`config.mk`:
```
export PLATFORM = sky130hd
export DESIGN_NAME = rr_grant_decoder_arbiter
export DESIGN_NICKNAME = d
export VERILOG_FILES = /design/src/rtl/rr_grant_decoder_arbiter.sv
export SDC_FILE = /design/constraint.sdc
export NUM_CORES = 1
export LEC_CHECK = 0
export CAP_MARGIN = 0
export CORE_ASPECT_RATIO = 1.5
export CORE_MARGIN = 2
export CORE_UTILIZATION = 50
export DETAILED_ROUTE_END_ITERATION = 8
export HOLD_SLACK_MARGIN = 0.08
export PLACE_DENSITY = 0.74
export SLEW_MARGIN = 10
export SYNTH_ARGS = -nofsm -noshare
export SYNTH_HDL_FRONTEND = slang
export SYNTH_SLANG_ARGS = --single-unit
export TNS_END_PERCENT = 30
```
`constraint.sdc`:
```
create_clock -name clk -period 5.3 [get_ports clk]
set_clock_uncertainty 0.2 [all_clocks]
set_input_delay 0.53 -clock clk [delete_from_list [all_inputs] [get_ports clk]]
set_output_delay 0.53 -clock clk [all_outputs]
set_load 0.02 [all_outputs]
```
`src/rtl/rr_grant_decoder_arbiter.sv`:
```
// Four-way round-robin arbiter with an active-low one-hot grant bus, encoded grant ID,
// per-grant hold limit and a mandatory dead cycle between consecutive grants.
module rr_grant_decoder_arbiter #(
  parameter int MAX_HOLD = 8,
  parameter int CNT_W    = 4
) (
  input  logic       clk,
  input  logic       resetn,
  input  logic       en,
  input  logic [3:0] req,
  output logic [3:0] gnt_n,
  output logic [1:0] gnt_id,
  output logic       gnt_valid,
  output logic       forced
);

  typedef enum logic [1:0] {
    S_IDLE    = 2'd0,
    S_GRANT   = 2'd1,
    S_RELEASE = 2'd2
  } state_t;

  // The hold counter stores (cycles held - 1), so MAX_HOLD = 2^CNT_W still fits.
  localparam logic [CNT_W-1:0] HOLD_LAST = CNT_W'(MAX_HOLD - 1);

  state_t           r_state;
  state_t           w_state_next;
  logic [1:0]       r_last_id;
  logic [1:0]       r_gnt_id;
  logic [3:0]       r_gnt_n;
  logic             r_valid;
  logic             r_forced;
  logic [CNT_W-1:0] r_hold;

  logic [3:0]       w_req_rot;
  logic [1:0]       w_off;
  logic [1:0]       w_win_id;
  logic             w_arb_ok;
  logic             w_grant_start;
  logic             w_release;
  logic             w_release_forced;

  // Rotate requests so bit 0 is the requester just after the last grantee.
  genvar gi;
  generate
    for (gi = 0; gi < 4; gi++) begin : g_rot
      assign w_req_rot[gi] = req[2'(r_last_id + 2'(gi + 1))];
    end
  endgenerate

  always_comb begin
    w_off = 2'd0;
    for (int j = 3; j >= 0; j--) begin
      if (w_req_rot[j]) w_off = 2'(j);
    end
  end

  assign w_win_id = r_last_id + 2'd1 + w_off;
  assign w_arb_ok = en && (|req);

  always_comb begin
    w_state_next     = r_state;
    w_grant_start    = 1'b0;
    w_release        = 1'b0;
    w_release_forced = 1'b0;
    case (r_state)
      S_IDLE: begin
        if (w_arb_ok) begin
          w_state_next  = S_GRANT;
          w_grant_start = 1'b1;
        end
      end
      S_GRANT: begin
        if (!req[r_gnt_id] || !en) begin
          w_state_next = S_RELEASE;
          w_release    = 1'b1;
        end else if (r_hold == HOLD_LAST) begin
          w_state_next     = S_RELEASE;
          w_release        = 1'b1;
          w_release_forced = 1'b1;
        end
      end
      S_RELEASE: begin
        if (w_arb_ok) begin
          w_state_next  = S_GRANT;
          w_grant_start = 1'b1;
        end else begin
          w_state_next = S_IDLE;
        end
      end
      default: w_state_next = S_IDLE;
    endcase
  end

  always_ff @(posedge clk or negedge resetn) begin
    if (!resetn) begin
      r_state   <= S_IDLE;
      r_last_id <= 2'd3;
      r_gnt_id  <= 2'd0;
      r_gnt_n   <= 4'b1111;
      r_valid   <= 1'b0;
      r_forced  <= 1'b0;
      r_hold    <= '0;
    end else begin
      r_state <= w_state_next;
      if (w_grant_start) begin
        r_gnt_id  <= w_win_id;
        r_last_id <= w_win_id;
        r_gnt_n   <= ~(4'b0001 << w_win_id);
        r_valid   <= 1'b1;
        r_forced  <= 1'b0;
        r_hold    <= '0;
      end else if (w_release) begin
        r_gnt_n  <= 4'b1111;
        r_valid  <= 1'b0;
        r_forced <= w_release_forced;
      end else if (r_state == S_GRANT) begin
        r_hold <= r_hold + 1'b1;
      end else begin
        r_forced <= 1'b0;
      end
    end
  end

  assign gnt_n     = r_gnt_n;
  assign gnt_id    = r_gnt_id;
  assign gnt_valid = r_valid;
  assign forced    = r_forced;

endmodule

```
Word-level counts from Yosys, hierarchy flattened. Index checks and enable logic that the tools add are counted.

Reduce and logical (&&, ||, !) cells: 11. Add/subtract/negate cells: 5. Equal/unequal tests: 7. Order comparisons: 5. Bitwise operators: 1. Shift-type cells: 1. Multiplexer cells: 36.

Operators with widths (number): 4-bit two-way mux (5); 1-bit two-way mux (18); 2-bit by 3-bit less-than comparator with 1-bit output, second input constant (5); 2-bit two-way mux (7); 1-bit binary-select mux with 2-bit select (5); 3-bit != test, second input constant (2); 2-bit one-hot mux with 3 select lines (1); 2-bit adder, second input constant (2); 4-bit by 1-bit adder with 4-bit output, second input constant (1); 4-bit by 3-bit == test with 1-bit output, second input constant (1); 2-bit != test, second input constant (2); 4-bit NOT (1); 2-bit AND reduction (2); 2-bit nonzero test (2); 4-bit OR reduction (1); 1-bit by 2-bit << shifter with 4-bit output, first input constant (1); 2-bit by 1-bit adder with 2-bit output, second input constant (1); 2-bit adder (1); 2-bit by 1-bit == test with 1-bit output, second input constant (1); 2-bit == test, second input constant (1); 1-bit zero test (2); 2-bit zero test (1); 2-bit OR reduction (1); 1-bit logical AND (1); 1-bit logical OR (1).

Register bits after elaboration: 16. Output and inout bits: 8. Bits of input ports: 7. Logic and storage cells: 73.

Longest topological paths before layout.
Depth after elaboration: 10. Mapped depth: 10. Gate-level depth less buffers: 9.

Worst setup path after synthesis. No wires, ideal clock.

Kind: input to register. Start point: in req[2]. End point: reg r_gnt_n[0], in the netlist gnt_n[0]. Data required time: 5012 ps. Slack: 2675 ps. Cell stages on the path: 9. Arrival: 2337 ps. Cells stage by stage: clkbuf_1 -> nand2b_1 -> a21oi_1 -> o21ai_0 -> o21a_1 -> ha_1 -> or4_1 -> a31oi_1 -> nor3_2.

Longest elaborated chain between the ends: 10. Elaborated cells on any way between the ends: 27.

RTL lines: start, declared (RTL line 10) `input logic [3:0] req,`; 1-bit binary-select mux with 2-bit select (RTL line 47) `assign w_req_rot[gi] = req[2'(r_last_id + 2'(gi + 1))];`; 1-bit two-way mux (implied by the code) (RTL line 47); 2-bit two-way mux (3 in a row) (RTL line 54) `if (w_req_rot[j]) w_off = 2'(j);`; 2-bit two-way mux * (RTL line 54); 2-bit adder * (RTL line 58) `assign w_win_id = r_last_id + 2'd1 + w_off;`; named net w_win_id[0] (RTL line 37) `logic [1:0] w_win_id;`; 1-bit by 2-bit << shifter with 4-bit output * (RTL line 109) `r_gnt_n <= ~(4'b0001 << w_win_id);`; 4-bit NOT * (RTL line 109); 4-bit two-way mux * (RTL line 106) `if (w_grant_start) begin`; end signal, assigned (RTL line 109); end, declared (RTL line 30) `logic [3:0] r_gnt_n;`.

Mark *: on every way through the listed nets, which the timed path passes. The rest lies on a longest branch. The select of a mux whose other input is x is not followed. A chain may end at the register's enable or synchronous reset.

Worst setup path after layout. Same ends and word-level chain as after synthesis.

==> results.cfg <==
[cts]
cts_setup_buffers = 0
path_clk_slew_ns = 0.09
clockBufferDepth = 2
hold_buffers = 0
h-tree-depth = 1
cts_tree = done
cts_root_buffer = clkbuf_4
cts_sinks = 16
cts_resized = 0
cts-buffers-inserted = 3
clk_latency_ns = 0.29

[die]
core_area_um2 = 2002
dieArea_um2 = 2498
ios = 15
placementRows = 20
die_h_um = 60.22
start_util = 0.5262
die_w_um = 41.48

[placement]
place_congestion = 0.9345
place_hpwl_um = 1723
place_ws_ns = 2.060
io_buffers = 14

[yosys]
synth_area_um2 = 1054
syn_area_per_cell_um2 = 9.406
synth-seq-cells = 16
seq_area_frac_synth = 0.3872
synth-simple-area-share = 0.3314
postSynthCellCount = 112
synth_xor_area_frac = 0.02138
syn-num-nets = 121
synth_compound_area_frac = 0.1686
muxShareOfSynthArea = 0.02138
synthAdderAreaFrac = 0.02375
synth_top_family_by_area = simple AND/OR/NAND/NOR gates
synth_cell_types = 34
ys_warn_count = 0

[timing]
hold_violations = 0
fmax_mhz = 338.9
final.setup.tns_ns = 0
slew_violations = 0
holdWs_ns = 0.3055
fin_ws_ns = 2.349
fin_crit_sh = 0.5568
tightest_slew_ns = 0.7130
post-route-min-period_ns = 2.951
slew_headroom = 0.5232
setup_violations = 0
rsz0062_at_grt = no

[global_route]
grt_max_degree = 17
grt_first_pass_wirelength_um = 4188
antenna_found_initial = 0
grt_overflow_total = 0
grt_usage = 0.2192
grt_pass1_vias = 927

[hold_path]
hold_class = register to register

[routing]
routed_via_density = 6.493
vias = 961
initialDrtViolationCount = 21
drt-total-wl_um = 2287
drc_errors = 0
ant_nets = 0
wl_per_cell_um = 15.45
dr.pass1.iters = 4

[finish]
final_util = 0.6131
fin_nets = 136
layout.cells.most_common = clkdlybuf4s50_1
n_antenna_cell = 0
final_layout_size_suffix_gt1_frac = 0.1349
area_growth_pct = 16.51
layout.cells.most_common_list = clkdlybuf4s50_1, nand2_1, dfrtp_1

[run_status]
status = completed

[flow_run]
cap_viol_max_count = 0

[setup_path]
worstSetupStartpointType = primary input
crit_path_max_fanout = 11
endpoint_kind = register
critPathKind = primary input to register
arrival_ns = 2.97
cp.required_ns = 5.32

[power_and_ir_drop]
power_density_nw_per_um2 = 476.6
ir_worst_vdd_mv = 0.2546
p_leak_nw = 0.4837
p_total_w = 0.0005850
==> cell usage after synthesis <==
cell type  number  area, um^2
ha_1            2       25.02
nand4b_1        2       17.52
a2bb2oi_1       1       8.760
nand4_1         2       12.51
nor4_2          1       12.51
and3b_1         3       26.28
a21oi_1         2       10.01
dfrtp_1        10       250.2
nor4_1          4       25.02
o311ai_0        1       8.760
or4_1           3       22.52
nand3_1         6       30.03
a311oi_4        1       26.28
nor3_2          4       40.04
nand2_1        10       37.54
o221ai_1        1       8.760
nand3b_1        1       7.510
a31oi_1         4       25.02
o211ai_1        1       7.510
xnor3_1         1       22.52
nand2b_1        2       12.51
nor3b_1         3       22.52
and2b_1         1       7.510
inv_1           5       18.77
dfstp_2         6       157.7
clkbuf_1        2       7.510
o31ai_1         1       7.510
nor2_1          7       26.28
nor3_1          6       30.03
o21ai_0         9       45.04
mux4_2          1       22.52
buf_6           2       22.52
nor2b_1         3       18.77
o21a_1          4       30.03
==> where the power goes <==
| group | switching [W] | internal [W] |
|---|---|---|
| sequential | 0.0000400 | 0.000172 |
| clock | 0.0000391 | 0.0000419 |
| combinational | 0.000156 | 0.000136 |
==> final timing paths <==
check                      slack, ns                startpoint  cells after the start                    end
max reg2reg                     2.63  r_last_id[1]$_DFFE_PN1P_                      9   gnt_n[0]$_DFFE_PN1P_
min                             0.31        forced$_DFFE_PN0P_                      2     forced$_DFFE_PN0P_
min reg2reg                     0.31        forced$_DFFE_PN0P_                      2     forced$_DFFE_PN0P_
min in group asynchronous       0.46                    resetn                      1  r_hold[2]$_DFFE_PN0P_
max in group asynchronous       3.99                    resetn                      1  gnt_valid$_DFFE_PN0P_
max                             2.35                    req[2]                      9   gnt_n[0]$_DFFE_PN1P_
==> critical path, stage by stage <==
cell and delay, ns:
clkdlybuf4s50_1 0.65, nand2b_1 0.13, a21oi_1 0.17, o21ai_0 0.10
o21a_1 0.18, ha_1 0.34, or4_1 0.58, a31oi_1 0.22
nor3_2 0.07
==> metal layers <==
layer / wire length (um) / vias up / part of all wire / track usage
met1: 970 / 470 / 0.42 / 0.2557
li1: - / 451 / - / -
met5: 0 / - / 0 / 0
met3: 82 / 9 / 0.036 / 0.03021
met2: 1150 / 31 / 0.50 / 0.3683
met4: 83 / 0 / 0.036 / 0.1567
==> cells by family after synthesis <==
group	count (synthesis)
simple gates	58
compound gates	25
flops	16
buf+inv	9
fa+ha+maj	2
xor+xnor	1
mux	1
==> through the flow <==
stage / cell area [um^2] / instances
final: 1227 / 148
after global routing: 1227 / 148
after CTS: 1227 / 148
after detailed placement: 1191 / 144
after global placement: 1191 / 144
after floorplan: 1054 / 112
==> cell type report <==
class                      instances  area (um^2)
clock buffer                       4        36.28
fill                             182        774.5
inverter                           5        18.77
multi-input combinational         87        596.8
sequential                        16        407.9
tap                               22        27.53
timing repair buffer              14        140.1
==> flip-flops by register name (all words and copies together) (netlist names) <==
name,count
gnt_valid,1
r_state,2
r_hold,4
r_last_id,2
gnt_n,4
forced,1
gnt_id,2
Note: power is estimated with default switching activity, not from simulation.
